`src/rtl/det_rr_sched.sv`:
```
// Round-robin front end that time-shares one det3x3 engine among N_REQ requesters,
// with a WAIT watchdog so a hung engine cannot starve the others.
//
// state | meaning
// IDLE  | arbitrate pending requests while the engine is not busy
// ISSUE | pulse eng_start for the latched matrix, clear the watchdog
// WAIT  | wait for eng_done or watchdog expiry
// RESP  | present the tagged result, advance the priority pointer
module det_rr_sched #(
   parameter int N_REQ          = 4,
   parameter int W              = 32,
   parameter int TIMEOUT_CYCLES = 64,
   localparam int IDW           = (N_REQ > 1) ? $clog2(N_REQ) : 1
) (
   input  logic                   clk,
   input  logic                   reset,
   input  logic [N_REQ-1:0]       req,
   input  logic [N_REQ*9*W-1:0]   req_m,
   output logic [N_REQ-1:0]       gnt,
   output logic                   rsp_valid,
   output logic [IDW-1:0]         rsp_id,
   output logic [W-1:0]           rsp_det,
   output logic                   rsp_err,
   output logic                   ctl_busy,
   output logic                   eng_start,
   output logic [9*W-1:0]         eng_m,
   input  logic [W-1:0]           eng_det,
   input  logic                   eng_busy,
   input  logic                   eng_done
);

   localparam int TW = $clog2(TIMEOUT_CYCLES + 1);
   localparam logic [IDW:0]  N_REQ_W   = (IDW+1)'(N_REQ);
   localparam logic [TW-1:0] TIMEOUT_W = TW'(TIMEOUT_CYCLES);

   typedef enum logic [1:0] {
      IDLE  = 2'd0,
      ISSUE = 2'd1,
      WAIT  = 2'd2,
      RESP  = 2'd3
   } state_t;

   state_t           state;
   logic [IDW-1:0]   ptr;
   logic [IDW-1:0]   cur_id;
   logic [TW-1:0]    timer;
   logic [TW-1:0]    timer_inc;
   logic [IDW:0]     id_inc;
   logic [IDW-1:0]   ptr_nxt;

   logic             win_found;
   logic [IDW-1:0]   win_id;
   logic [N_REQ-1:0] gnt_sel;
   logic [9*W-1:0]   m_sel;

   // Two passes give the wrap-around search: first ids at/after the pointer, then ids below it.
   always_comb begin
      win_found = 1'b0;
      win_id    = '0;
      for (int i = 0; i < N_REQ; i++) begin
         if (!win_found && req[i] && (IDW'(i) >= ptr)) begin
            win_found = 1'b1;
            win_id    = IDW'(i);
         end
      end
      for (int i = 0; i < N_REQ; i++) begin
         if (!win_found && req[i] && (IDW'(i) < ptr)) begin
            win_found = 1'b1;
            win_id    = IDW'(i);
         end
      end
   end

   always_comb begin
      gnt_sel = '0;
      m_sel   = '0;
      for (int i = 0; i < N_REQ; i++) begin
         if (IDW'(i) == win_id) begin
            gnt_sel[i] = 1'b1;
            m_sel      = req_m[i*9*W +: 9*W];
         end
      end
   end

   assign timer_inc = timer + TW'(1);
   assign id_inc    = {1'b0, cur_id} + (IDW+1)'(1);
   assign ptr_nxt   = (id_inc == N_REQ_W) ? '0 : id_inc[IDW-1:0];
   assign ctl_busy  = (state != IDLE);

   always_ff @(posedge clk or posedge reset) begin
      if (reset) begin
         state     <= IDLE;
         ptr       <= '0;
         cur_id    <= '0;
         timer     <= '0;
         gnt       <= '0;
         eng_start <= 1'b0;
         eng_m     <= '0;
         rsp_valid <= 1'b0;
         rsp_id    <= '0;
         rsp_det   <= '0;
         rsp_err   <= 1'b0;
      end else begin
         gnt       <= '0;
         eng_start <= 1'b0;
         rsp_valid <= 1'b0;
         case (state)
            IDLE: begin
               if (win_found && !eng_busy) begin
                  gnt    <= gnt_sel;
                  eng_m  <= m_sel;
                  cur_id <= win_id;
                  state  <= ISSUE;
               end
            end
            ISSUE: begin
               eng_start <= 1'b1;
               timer     <= '0;
               state     <= WAIT;
            end
            WAIT: begin
               timer <= timer_inc;
               // A done arriving on the expiry edge still counts as a good result.
               if (eng_done) begin
                  rsp_valid <= 1'b1;
                  rsp_id    <= cur_id;
                  rsp_det   <= eng_det;
                  rsp_err   <= 1'b0;
                  state     <= RESP;
               end else if (timer_inc == TIMEOUT_W) begin
                  rsp_valid <= 1'b1;
                  rsp_id    <= cur_id;
                  rsp_det   <= '0;
                  rsp_err   <= 1'b1;
                  state     <= RESP;
               end
            end
            RESP: begin
               ptr   <= ptr_nxt;
               state <= IDLE;
            end
            default: state <= IDLE;
         endcase
      end
   end

endmodule

```
`config.mk`:
```
export PLATFORM = sky130hd
export DESIGN_NAME = det_rr_sched
export DESIGN_NICKNAME = d
export VERILOG_FILES = /design/src/rtl/det_rr_sched.sv
export SDC_FILE = /design/constraint.sdc
export NUM_CORES = 1
export LEC_CHECK = 0
export CAP_MARGIN = 20
export CORE_AREA = 5 5 593 595
export CTS_CLUSTER_DIAMETER = 150
export DETAILED_ROUTE_END_ITERATION = 8
export DIE_AREA = 0 0 598 600
export DONT_BUFFER_PORTS = 1
export SLEW_MARGIN = 40
export SYNTH_ARGS = -nofsm -noshare
export SYNTH_HDL_FRONTEND = slang
export SYNTH_SLANG_ARGS = --single-unit
```
`constraint.sdc`:
```
create_clock -name clk -period 11.05 [get_ports clk]
set_input_delay 1.105 -clock clk [delete_from_list [all_inputs] [get_ports clk]]
set_output_delay 1.105 -clock clk [all_outputs]
set_load 0.03 [all_outputs]
```
Word-level counts from Yosys, hierarchy flattened
Index checks and enable logic that the tools add are counted.
Widths: inputs -> output; s select.
{ "word_totals": {"inputBits": 1192, "out_inout_bits": 330, "ff_bits": 342, "word_cells": 104} }
{ "classes": {"eq_ne": 10, "mux": 41, "magnitude_cmp": 8, "reduce_logical": 32, "addsub": 2} }
{ "op_table": {"columns": ["op", "count"], "rows": [
  ["$mux 288", 4],
  ["$mux 32", 2],
  ["$mux 2", 12],
  ["$mux 1", 19],
  ["$logic_and 1x1->1", 16],
  ["$pmux 7 s2", 1],
  ["$logic_not 1->1", 8],
  ["$mux 4", 2],
  ["$pmux 2 s4", 1],
  ["$add 7x1->7 const B", 1],
  ["$eq 7x7->1 const B", 1],
  ["$reduce_and 2->1", 3],
  ["$reduce_bool 2->1", 3],
  ["$eq 2x2->1 const A", 2],
  ["$eq 2x2->1 const B", 2],
  ["$ge 1x2->1 const A", 2],
  ["$ge 2x2->1 const A", 2],
  ["$logic_not 2->1", 2],
  ["$lt 1x2->1 const A", 2],
  ["$lt 2x2->1 const A", 2],
  ["$add 2x1->3 const B", 1],
  ["$eq 3x3->1 const B", 1],
  ["$ne 3x3->1 const B", 1],
  ["$eq 1x2->1 const A", 1],
  ["2 further kinds", 2]
]} }

Longest topological paths before layout
{ "depth": {"ltp_word": 36, "mapped_depth": 10, "mapped_depth_nobuf": 7} }

Worst setup path after synthesis
OpenSTA, ideal clock, no wires.
{ "synth_timing": {"path_type": "input to register", "start": "input req[2]", "end": "register eng_m[35]", "setup_time_ns": 0.141, "path_buffers": 3, "t_arrival_ns": 2.511, "cell_stages": 8, "path_slack_ns": 8.398, "cell_sequence": "buf_4 -> nor2b_2 -> a221o_1 -> buf_2 -> buf_2 -> nand2_1 -> a2111oi_0 -> a211oi_1"} }
{ "synth_between": {"elab_chain_len": 28, "elab_cells_between_ends": 39, "classes_between": "eq/ne: 3; mux: 16; reduce/logical: 20"} }
{ "synth_rtl": {"columns": ["item", "line_no", "rtl"], "rows": [
  ["from (decl)", "17", "input logic [N_REQ-1:0] req,"],
  ["$logic_and 1x1->1 (2 in series)", "61", "if (!win_found && req[i] && (IDW'(i) >= ptr)) begin"],
  ["$mux 1", "61", null],
  ["$logic_not 1->1", "61", null],
  ["$logic_and 1x1->1 (2 in series)", "61", null],
  ["$mux 1", "61", null],
  ["$logic_not 1->1", "67", "if (!win_found && req[i] && (IDW'(i) < ptr)) begin"],
  ["$logic_and 1x1->1 (2 in series)", "67", null],
  ["$mux 1", "67", null],
  ["[4 not listed]", null, null],
  ["$logic_not 1->1", "67", null],
  ["$logic_and 1x1->1 (2 in series)", "67", null],
  ["$mux 1", "67", null],
  ["$logic_not 1->1", "67", null],
  ["$logic_and 1x1->1 (2 in series)", "67", null],
  ["$mux 2", "67", null],
  ["$logic_not 2->1", "78", "if (IDW'(i) == win_id) begin"],
  ["$mux 288 (4 in series)", "78", null],
  ["to (signal assigned)", "111", "eng_m <= m_sel;"],
  ["to (decl)", "26", "output logic [9*W-1:0] eng_m,"]
]} }
Parallel ways exist; a longest one is shown, timed or not.
A chain may end at the register's enable or synchronous reset.

Worst setup path in the final report
{ "layout_timing": {"start": "register state[0]", "end": "register eng_m[190]"} }
{ "layout_between": {"elab_chain_len": 2} }
{ "layout_rtl": {"columns": ["item", "line_no", "rtl"], "rows": [
  ["from (decl)", "43", "state_t state;"],
  ["from (signal assigned)", "92", "state <= IDLE;"],
  ["from (signal assigned)", "113", "state <= ISSUE;"],
  ["from (signal assigned)", "119", "state <= WAIT;"],
  ["$logic_not 2->1", "107", "case (state)"],
  ["$reduce_and 2->1 (no source line)", null, null]
]} }
No other way between the ends.

==> impl_metrics.json <==
{
  "clock_sinks": 342,
  "path_class": "flop to flop",
  "path_clk_slew_ps": 60,
  "synth_top_area_cell": "dfrtp_1",
  "ant_nets": 0,
  "synthFlopType": "dfrtp_1",
  "yosysWarnings": 0,
  "setup-tns-final_ps": 0,
  "initial_utilization": 0.0594,
  "cap_violations": 0,
  "synth_seq_cells": 342,
  "antenna_found_initial": 632,
  "grt_pass1_vias": 22900,
  "drc": 0,
  "cts_buffers": 50,
  "syn_avg_cell_area_um2": 8.21,
  "wirelength_um": 349000,
  "finClkSkew_ps": 61.3,
  "status": "finished clean",
  "cts_resized": 0,
  "cp-end-kind": "flop",
  "drt_iter0_drc": 3558,
  "synth_edf_count": 0,
  "drive_above_1_share": 0.0703,
  "slew_violations": 0,
  "syn_to_final_growth_pct": 37.7,
  "tightest_slew_ps": 1020,
  "fin_hold_ws_ps": 190,
  "die-area_um2": 359000,
  "synth_area_leaders": "dfrtp_1, a21oi_1, a21o_1",
  "ys_types": 47,
  "crit_path_cell_trace": "inv_1, ha_1, inv_1, nor3_4, buf_4, or3b_4, buf_12, buf_6, o22ai_1, a21oi_1",
  "busiest_layer": "met2",
  "hpwl_um": 313000,
  "hold_class": "input port to async pin",
  "cts_tree": "yes",
  "netlist_area_um2": 20500,
  "slew_headroom": 0.311,
  "globalplace.congestion": 0.984,
  "synth_nets": 3696,
  "grt.overflow.total": 0,
  "vias": 26200,
  "async_flop_share": 1.00,
  "power.density_nw_per_um2": 333,
  "ir_worst_vdd_uv": 134,
  "gr-usage-met3": 0.178,
  "port_buffers": 0,
  "clock_path_buffers": 3,
  "use_met2": 0.280,
  "cp_data_required_time_ps": 11630,
  "start_kind": "flop",
  "die_height_um": 600,
  "fillers": 40500,
  "crit_slowest_cell": "or3b_4",
  "die_w_um": 598,
  "min_period_ps": 3910,
  "postCtsSetupBuffers": 0,
  "synthCells": 2498,
  "grt_max_degree": 108,
  "setup_viol": 0,
  "core_area_um2": 345000,
  "row_count": 216,
  "crit_fanout": 88,
  "synth_seq_area_share": 0.417,
  "fmaxAchievable_mhz": 256,
  "routedWlPerCell_um": 48.3,
  "fin_nets": 3505,
  "io_pins": 1522,
  "grt_usage": 0.185,
  "post-route-period-util": 0.354,
  "max_stage_delay_ps": 590,
  "drt_pass1_iterations": 6,
  "vias_per_cell": 3.63,
  "synth_top_area_share": 0.417,
  "htree_levels": 2,
  "finalHoldViolCount": 0,
  "grt_pass1_wl_um": 399000,
  "cts_root_buf": "clkbuf_16",
  "rsz0062_at_grt": "false",
  "cp_common_cell": "inv_1",
  "insertion_delay_ps": 750,
  "hold_buffers": 0,
  "cp.arrival_ps": 4480,
  "gr-usage-met1": 0.160,
  "leakage_nw": 9.17
}
Yosys cell counts, types with 2 or more instances:
| master | n |
|---|---|
| nor3_1 | 3 |
| nand3_1 | 294 |
| inv_1 | 10 |
| o31ai_1 | 3 |
| buf_2 | 88 |
| ha_1 | 6 |
| clkbuf_1 | 157 |
| mux2_2 | 4 |
| nor2_1 | 7 |
| o22ai_1 | 288 |
| a21oi_1 | 577 |
| nor2b_1 | 2 |
| dfrtp_1 | 342 |
| clkbuf_2 | 23 |
| buf_1 | 16 |
| buf_4 | 13 |
| mux2i_1 | 2 |
| o21a_1 | 2 |
| a21o_1 | 288 |
| o21ai_0 | 296 |
| a22o_1 | 32 |
| nand2_1 | 20 |
flip-flops by register name, indices dropped and copies added (netlist names):
name,count
cur_id,2
eng_m,288
eng_start,1
gnt,4
ptr,2
rsp_det,32
rsp_err,1
rsp_id,2
rsp_valid,1
state,2
timer,7
final cells by class:
class | instances | area (um^2) | area share
inverter | 11 | 48.8 | 0.00173
tap | 4578 | 5730 | 0.203
antenna | 310 | 776 | 0.0275
clock buffer | 64 | 1360 | 0.0483
timing repair buffer | 54 | 621 | 0.0220
clock inverter | 27 | 465 | 0.0165
sequential | 342 | 8570 | 0.303
multi-input combinational | 1848 | 10700 | 0.378
worst max-delay path, delay by kind of cell (launching register included):
kind            cells  cell delay, ps
flops               1             400
fa+ha+maj           1             190
compound gates      2             440
simple gates        2             840
buf+inv             5            1520
metal layers:
layer	part of all wire	vias up
li1	-	9461
met1	0.29	12300
met2	0.43	2655
met3	0.21	1337
met4	0.059	504
met5	0.0096	-
cell usage in the layout (no fill, tap or decap), types with 2 or more instances in the layout:
master and instances:
nand3_1 294, nor3_1 3, clkinvlp_4 2, o31ai_1 3, buf_4 26, a21o_1 288, clkinv_4 5, o22ai_1 288
buf_12 7, inv_6 5, dfrtp_2 7, clkbuf_1 8, nand2_1 20, inv_8 3, o21ai_1 6, clkbuf_16 50
clkbuf_8 6, a22o_1 32, buf_6 18, ha_1 6, mux2i_1 2, mux2_2 4, inv_1 9, nor2b_1 2
nor2_1 7, a21oi_1 577, o21a_1 2, diode_2 310, clkinv_16 3, dfrtp_1 335, o21ai_0 289, bufinv_16 8
buf_16 3, clkinv_2 2
worst paths after layout:
kind	from	to	slack (ps)	cells after the start
setup reg to reg	state[0]	eng_m[190]	7140	10
setup / recovery	state[0]	eng_m[190]	7140	10
hold reg to reg	timer[0]	timer[0]	530	1
min in group clk	eng_det[9]	rsp_det[9]	480	1
hold / removal	reset	eng_m[84]	190	1
max in group asynchronous	reset	eng_m[212]	8680	4
where the power goes:
| part | leakage (nW) | switching, mW | internal [mW] |
|---|---|---|---|
| logic | 4.35 | 2.31 | 1.09 |
| clock network | 0.881 | 0.823 | 1.08 |
| registers | 3.93 | 2.26 | 1.85 |
| total | 9.17 | 5.40 | 4.01 |
through the flow:
| step | power, mW | instances | util | worst slack (ps) | area [um^2] |
|---|---|---|---|---|---|
| 3_5_place_dp | 7.51 | 6829 | 0.0739 | 6440 | 25500 |
| 4_1_cts | 9.47 | 6920 | 0.0792 | 6800 | 27400 |
| 5_1_grt | 9.76 | 7122 | 0.0810 | 7010 | 28000 |
| 6_report | 9.41 | 7234 | 0.0818 | 7140 | 28200 |
| 3_3_place_gp | 7.47 | 6827 | 0.0737 | 6210 | 25400 |
| 2_1_floorplan | 5.60 | 2498 | - | 465 | 20500 |
cell families (layout without fill, tap and decap cells):
group / after synthesis / in the layout / share of synthesized area
AO/OA/AOI/OAI: 1500 / 1500 / 0.428
flip-flops: 342 / 342 / 0.417
AND/OR/NAND/NOR: 336 / 336 / 0.0820
buffers and inverters: 308 / 156 / 0.0655
adder cells (fa/ha/maj): 6 / 6 / 0.00366
multiplexers: 6 / 6 / 0.00317
other: 0 / 310 / 0
Power figures use the tool's default switching activity.
